<file path="config.mk">
export PLATFORM = sky130hd
export DESIGN_NAME = rom_sel_arbiter_flat
export DESIGN_NICKNAME = d
export VERILOG_FILES = /design/src/rtl/ctc_pkg.sv /design/src/rtl/rom_sel_arbiter_if.sv /design/src/rtl/rom_sel_arbiter_is_deser.sv /design/src/rtl/rom_sel_arbiter.sv /design/src/flat_wrapper.sv
export SDC_FILE = /design/constraint.sdc
export NUM_CORES = 1
export LEC_CHECK = 0
export ABC_AREA = 0
export BUFFER_PORTS_ARGS = -buffer_cell sky130_fd_sc_hd__buf_2
export CORE_MARGIN = 2
export CORE_UTILIZATION = 53
export DETAILED_ROUTE_END_ITERATION = 10
export PLACE_DENSITY_LB_ADDON = 0.05
export RECOVER_POWER = 100
export SYNTH_ARGS = -nofsm -noshare
export SYNTH_HDL_FRONTEND = slang
export SYNTH_HIERARCHICAL = 1
export SYNTH_SLANG_ARGS = --single-unit
</file>
<file path="constraint.sdc">
create_clock -name cph2 -period 2.67 [get_ports cph2]
set_input_delay 0.1335 -clock cph2 [delete_from_list [all_inputs] [get_ports cph2]]
set_output_delay 0.1335 -clock cph2 [all_outputs]
set_load 0.03 [all_outputs]
</file>
<file path="src/rtl/ctc_pkg.sv">
// ctc_pkg: shared constants and types for the ROM-select arbiter
package ctc_pkg;
  localparam int IW = 10;
  localparam int MAX_ROMS = 8;
  localparam logic [6:0] OP_SEL = 7'b0010000;
  localparam logic [6:0] OP_DSEL = 7'b0110100;
  localparam logic [1:0] TYPE_JSB = 2'b01;
  localparam logic [1:0] TYPE_BRN = 2'b11;
  typedef enum logic [1:0] {ST_IDLE, ST_SHIFT, ST_DECODE} state_t;
endpackage

</file>
<file path="src/rtl/rom_sel_arbiter_if.sv">
// rom_sel_arbiter_if: IS-bus timing inputs and ROM-enable outputs
// master = control/timing side (drives sync/is/carry), slave = arbiter
interface rom_sel_arbiter_if #(parameter int NUM_ROMS = 3);
  logic sync;
  logic is;
  logic carry;
  logic [NUM_ROMS-1:0] rom_en;
  logic [2:0] rom_sel;
  logic sel_pend;
  logic bad_sel;
  logic frm_err;
  modport master(output sync, is, carry, input rom_en, rom_sel, sel_pend, bad_sel, frm_err);
  modport slave(input sync, is, carry, output rom_en, rom_sel, sel_pend, bad_sel, frm_err);
endinterface

</file>
<file path="src/rtl/rom_sel_arbiter_is_deser.sv">
// is_deser: deserialises the 10-bit IS word and flags bad frame lengths
// ports: cph2/pon clock and async reset, i_sync/i_is serial in,
//        o_word shifted word, o_word_vld decode strobe (comb), o_frm_err pulse
module is_deser
  import ctc_pkg::*;
(
  input  logic          cph2,
  input  logic          pon,
  input  logic          i_sync,
  input  logic          i_is,
  output logic [IW-1:0] o_word,
  output logic          o_word_vld,
  output logic          o_frm_err
);
  state_t r_state, w_next;
  logic [IW-1:0] r_sh;
  logic [3:0] r_cnt;
  logic r_frm_err;
  logic w_dec;
  always_ff @(posedge cph2 or posedge pon)
    if (pon) r_state <= ST_IDLE;
    else r_state <= w_next;
  always_comb w_next = i_sync ? ST_SHIFT : (r_state == ST_SHIFT ? ST_DECODE : ST_IDLE);
  // decode happens on the edge that enters DECODE so rom_en lands one cycle after the last bit
  always_comb begin
    w_dec = r_state == ST_SHIFT && !i_sync;
    o_word_vld = w_dec && r_cnt == 4'(IW);
  end
  always_ff @(posedge cph2 or posedge pon)
    if (pon) begin
      r_sh <= '0;
      r_cnt <= '0;
      r_frm_err <= 1'b0;
    end else begin
      r_frm_err <= w_dec && r_cnt != 4'(IW);
      if (i_sync) begin
        r_sh <= {i_is, r_sh[IW-1:1]};
        r_cnt <= r_cnt == 4'hf ? r_cnt : r_cnt + 4'd1;
      end else if (w_dec) r_cnt <= '0;
    end
  assign o_word = r_sh;
  assign o_frm_err = r_frm_err;
endmodule

</file>
<file path="src/rtl/rom_sel_arbiter.sv">
// rom_sel_arbiter: decodes SEL/DSEL/JSB/BRN words and drives a one-hot ROM enable
// ports: cph2 clock, pon async active-high reset, bus (slave) IS timing in / selection out
// ROM_DELAYED_SEL_EN: enables DSEL decoding and the pending-select register
module rom_sel_arbiter
  import ctc_pkg::*;
#(
  parameter int NUM_ROMS = 3
) (
  input logic cph2,
  input logic pon,
  rom_sel_arbiter_if.slave bus
);
  logic [IW-1:0] w_word;
  logic w_vld, w_frm_err;
  logic [2:0] w_n, w_idx, w_pidx;
  logic w_ok, w_sel, w_dsel, w_jmp, w_apply, w_bad;
  logic [MAX_ROMS-1:0] w_oh;
  logic [NUM_ROMS-1:0] r_rom_en;
  logic [2:0] r_rom_sel;
  logic r_bad_sel;
  is_deser u_deser (
    .cph2(cph2),
    .pon(pon),
    .i_sync(bus.sync),
    .i_is(bus.is),
    .o_word(w_word),
    .o_word_vld(w_vld),
    .o_frm_err(w_frm_err)
  );
`ifdef ROM_DELAYED_SEL_EN
  logic r_pend;
  logic [2:0] r_pidx;
  always_comb begin
    w_dsel = w_vld && w_word[6:0] == OP_DSEL;
    w_jmp = r_pend && w_vld && (w_word[1:0] == TYPE_JSB || (w_word[1:0] == TYPE_BRN && !bus.carry));
    w_pidx = r_pidx;
  end
  // a DSEL only arms the pending index; it never applies itself
  always_ff @(posedge cph2 or posedge pon)
    if (pon) begin
      r_pend <= 1'b0;
      r_pidx <= '0;
    end else if (w_dsel && w_ok) begin
      r_pend <= 1'b1;
      r_pidx <= w_n;
    end else if (w_apply) r_pend <= 1'b0;
  assign bus.sel_pend = r_pend;
`else
  always_comb begin
    w_dsel = 1'b0;
    w_jmp = 1'b0;
    w_pidx = '0;
  end
  assign bus.sel_pend = 1'b0;
`endif
  always_comb begin
    w_n = w_word[9:7];
    w_ok = {1'b0, w_n} < 4'(NUM_ROMS);
    w_sel = w_vld && w_word[6:0] == OP_SEL;
    w_apply = (w_sel && w_ok) || w_jmp;
    w_idx = w_sel ? w_n : w_pidx;
    w_oh = MAX_ROMS'(1) << w_idx;
    w_bad = (w_sel || w_dsel) && !w_ok;
  end
  always_ff @(posedge cph2 or posedge pon)
    if (pon) begin
      r_rom_en <= NUM_ROMS'(1);
      r_rom_sel <= '0;
      r_bad_sel <= 1'b0;
    end else begin
      r_bad_sel <= w_bad;
      if (w_apply) begin
        r_rom_en <= w_oh[NUM_ROMS-1:0];
        r_rom_sel <= w_idx;
      end
    end
  assign bus.rom_en = r_rom_en;
  assign bus.rom_sel = r_rom_sel;
  assign bus.bad_sel = r_bad_sel;
  assign bus.frm_err = w_frm_err;
endmodule

</file>
<file path="src/flat_wrapper.sv">
// flat-port wrapper written by rule: the top's interface ports become plain ports
module rom_sel_arbiter_flat import ctc_pkg::*;
#(
  parameter int NUM_ROMS = 3
)
  (cph2, pon, bus_sync, bus_is, bus_carry, bus_rom_en, bus_rom_sel, bus_sel_pend, bus_bad_sel, bus_frm_err);
  rom_sel_arbiter_if #(.NUM_ROMS(NUM_ROMS)) bus_i ();
  input logic cph2;
  input logic pon;
  input wire logic [$bits(bus_i.sync)-1:0] bus_sync;
  input wire logic [$bits(bus_i.is)-1:0] bus_is;
  input wire logic [$bits(bus_i.carry)-1:0] bus_carry;
  output wire logic [$bits(bus_i.rom_en)-1:0] bus_rom_en;
  output wire logic [$bits(bus_i.rom_sel)-1:0] bus_rom_sel;
  output wire logic [$bits(bus_i.sel_pend)-1:0] bus_sel_pend;
  output wire logic [$bits(bus_i.bad_sel)-1:0] bus_bad_sel;
  output wire logic [$bits(bus_i.frm_err)-1:0] bus_frm_err;
  assign bus_i.sync = bus_sync;
  assign bus_i.is = bus_is;
  assign bus_i.carry = bus_carry;
  assign bus_rom_en = bus_i.rom_en;
  assign bus_rom_sel = bus_i.rom_sel;
  assign bus_sel_pend = bus_i.sel_pend;
  assign bus_bad_sel = bus_i.bad_sel;
  assign bus_frm_err = bus_i.frm_err;
  rom_sel_arbiter #(.NUM_ROMS(NUM_ROMS)) u_core (.cph2(cph2), .pon(pon), .bus(bus_i));
endmodule
</file>
==> summary.md <==
| Metric | Value |
|---|---|
| Num CTS Buffers | `3` |
| Syn Nets | `between 80 and 90` |
| Post-synth cell types | `29` |
| Seq/Total Area, Yosys | `59.83%` |
| Drt initial violations | `6` |
| Worst vdd ir | `between 0.4 and 0.5 mV` |
| Detailed placement HPWL | `roughly 1.1 mm` |
| Worst-Skew Late Latency | `between 0.3 and 0.4 ns` |
| Clk buf depth | `2` |
| Fin crit period | `about 2.4 ns` |
| Hold Crit Class | `primary input to flop` |
| Post-CTS Setup Bufs | `0` |
| Placed insts | `roughly 120` |
| Die area | `~2300 sq um` |
| Fin Clk Skew | `just under 0.003 ns` |
| Via/cell ratio | `4.950` |
| Die Span X | `47.57 um` |
| Max frequency | `~420 MHz` |
| Num ports | `14` |
| H-tree depth | `1` |
| Synth Cell Area | `slightly above 1000 sq um` |
| Largest net degree at the start of global routing | `18` |
| GP Congestion | `0.7466` |
| Final Cycle Share | `around 90%` |
| Layout Cells excl Fill | `~120` |
| Synth Register Bits | `24` |
| Cts repair resizes | `0` |
| Critical path origin | `u_core/u_deser/r_state[1]` |
| PnR Total Power | `roughly 0.86 mW` |
| Vias in the first global route | `582` |
| Post-placement cell area | `approximately 1100 sq um` |
| Crit path max fanout | `6` |
| Setup TNS | `0 ns` |
| Final slew viol count | `0` |
| Row count | `15` |
| Mapped Cells | `a little over 80` |
| Synth async-reset ratio | `between 90% and 100%` |
| Total track usage | `16.19%` |
| Chip Height | `around 48 um` |
| Worst EP required | `2.91 ns` |
| Post-synth EDFFs | `0` |
| WP data arrival | `approximately 2.6 ns` |
| Root buffer cell | `clkbuf_4` |
| Final setup viols | `0` |
| Placement Setup Slack | `0.3922 ns` |
| Layout area overhead | `10.32%` |
| PD cells | `between 700 and 800 nW/um^2` |
| Syn_area_per_cell | `around 12 sq um` |
| N_diodes | `0` |
| RSZ-0062 raised after global routing | `no` |
| Reg2reg path depth | `5` |
| Ys flop type | `dfrtp_1` |
| Final worst-path setup slack | `roughly 0.29 ns` |
| Max-cap viol count | `0` |
| Global-route wire length before repair | `between 2 and 2.5 mm` |
| CTS tree | `done` |
| Worst slew pin tran | `between 0.7 and 0.8 ns` |
| Clk sinks | `24` |
| Reg2reg start | `u_core/u_deser/r_state[1]` |
| Net count reported at finish | `104` |
| Post-route ant nets | `0` |
| Final hold viol count | `0` |
| Min-Delay Startpoint | `bus_is` |
| Relative slew slack | `51.01%` |
| Area taken by multi-input logic gates | `~350 sq um` |
| WHS Path Cells | `2` |
| IO buf count | `11` |
| DRT Pass-1 Iters | `3` |
| GRT Residual Overflow | `0` |
| Critical Path Sink Type | `flop` |
| CORE AREA | `around 1800 sq um` |
| Hold Buf Count CTS | `1` |
| Initial antenna violation count | `0` |
| Leakage | `about 0.53 nW` |
| Vias post-DR | `about 600` |
| Worst setup SP type | `flop` |
| Register area | `about 600 sq um` |
| CP Class | `flop to flop` |
| DRC | `0` |
| Reg clk slew, reported paths | `approximately 0.13 ns` |
| Routed len/inst | `between 10 and 15 um` |
| Run status | `completed` |
| Layout cells sized above 1 | `a little under a fifth` |
| Cell area after layout | `around 1100 sq um` |
| Initial Utilization | `between 50 and 60%` |
| Warnings, synthesis | `6` |
| WL final | `roughly 1.5 mm` |
| Layout fillers | `~160` |
-- metrics by stage --
step	hold slack (ns)	util, %
after floorplan	-0.06383	-
after global placement	0.07616	61.56
after detailed placement	0.07850	61.56
after CTS	0.04569	64.18
after global routing	0.04616	62.91
final	0.05396	62.91
-- registers in the layout (all words and copies together), names as in the netlist --
signal / cells
u_core/u_deser/o_word: 10
u_core/u_deser/r_cnt: 4
u_core/bus.rom_en: 3
u_core/bus.rom_sel: 3
u_core/u_deser/r_state: 2
u_core/bus.bad_sel: 1
u_core/u_deser/o_frm_err: 1
-- layer usage --
| layer | global-route usage, % | share of wire, % | vias up |
|---|---|---|---|
| li1 | - | - | 305 |
| met4 | 9.730 | 0.78 | 0 |
| met1 | 20.20 | 49 | 281 |
| met3 | 3.396 | 3.9 | 2 |
| met2 | 25.95 | 46 | 11 |
| met5 | 0 | 0 | - |
-- logic make-up after synthesis --
logic type / Yosys count / synth area share [%]
multiplexers: 12 / 13.18
buffers and inverters: 12 / 5.100
flip-flops: 24 / 59.83
AO/OA/AOI/OAI: 10 / 6.094
other: 1 / 0.3728
XOR/XNOR: 1 / 0.8708
AND/OR/NAND/NOR: 20 / 12.07
adder cells (fa/ha/maj): 2 / 2.487
-- power by group --
group / leakage (nW) / switching, mW / internal (mW) / total [mW]
combinational: 0.214 / 0.0698 / 0.0877 / 0.157
clock: 0.0210 / 0.104 / 0.0832 / 0.187
sequential: 0.291 / 0.0730 / 0.441 / 0.514
-- worst max-delay path, cell delays in order (launching register included) --
cell,delay (ns)
dfrtp_1,0.38
or3b_1,0.47
nor3_1,0.19
or4b_1,0.52
or4_1,0.59
o22ai_1,0.17
-- synth_stat cells, drive strengths merged (2+ instances only) --
cell type / n / area [sq um]
dfrtp: 23 / 575.6
mux2: 10 / 112.6
inv: 8 / 30.03
nand2: 6 / 22.52
a21oi: 3 / 15.01
buf: 3 / 17.52
ha: 2 / 25.02
mux2i: 2 / 20.02
nor2: 2 / 7.510
nor3: 2 / 10.01
o21a: 2 / 15.01
o21ai: 2 / 10.01
o22ai: 2 / 12.51
or4b: 2 / 23.77
-- cells in the final DEF, fill, tap and decap left out --
cell and count:
o22ai_1 2, ha_1 2, dfstp_2 1, inv_1 8
nor2_1 2, mux2i_1 2, nor2b_1 1, or3b_1 1
nand3_1 1, a21oi_1 3, o21a_1 2, nand2_1 6
nand4_1 1, dfrtp_1 23, o21ai_0 2, and3_1 1
nor3b_1 1, clkbuf_1 10, nor4_1 1, mux2_2 10
nor3_1 2, or4_1 1, buf_2 2, conb_1 1
buf_4 1, clkbuf_8 1, dlygate4sd3_1 1, clkbuf_4 3
xnor2_1 1, a31o_1 1, or4b_1 2
-- final timing paths --
check / slack (ns) / endpoint
hold / removal: 0.05 / u_core/u_deser/o_word[9]
max in group asynchronous: 1.83 / u_core/u_deser/o_word[8]
setup reg to reg: 0.29 / u_core/bus.rom_en[0]
setup / recovery: 0.29 / u_core/bus.rom_en[0]
min in group asynchronous: 0.27 / u_core/bus.rom_sel[0]
hold reg to reg: 0.50 / u_core/bus.rom_sel[0]
-- final cells by class --
type,instances,share of cell area [%]
Sequential cell,24,54.23
Multi-Input combinational cell,46,31.12
Timing Repair Buffer,14,5.862
Clock buffer,4,3.269
Tap cell,25,2.819
Inverter,8,2.706
(Power assumes the default switching activity.)
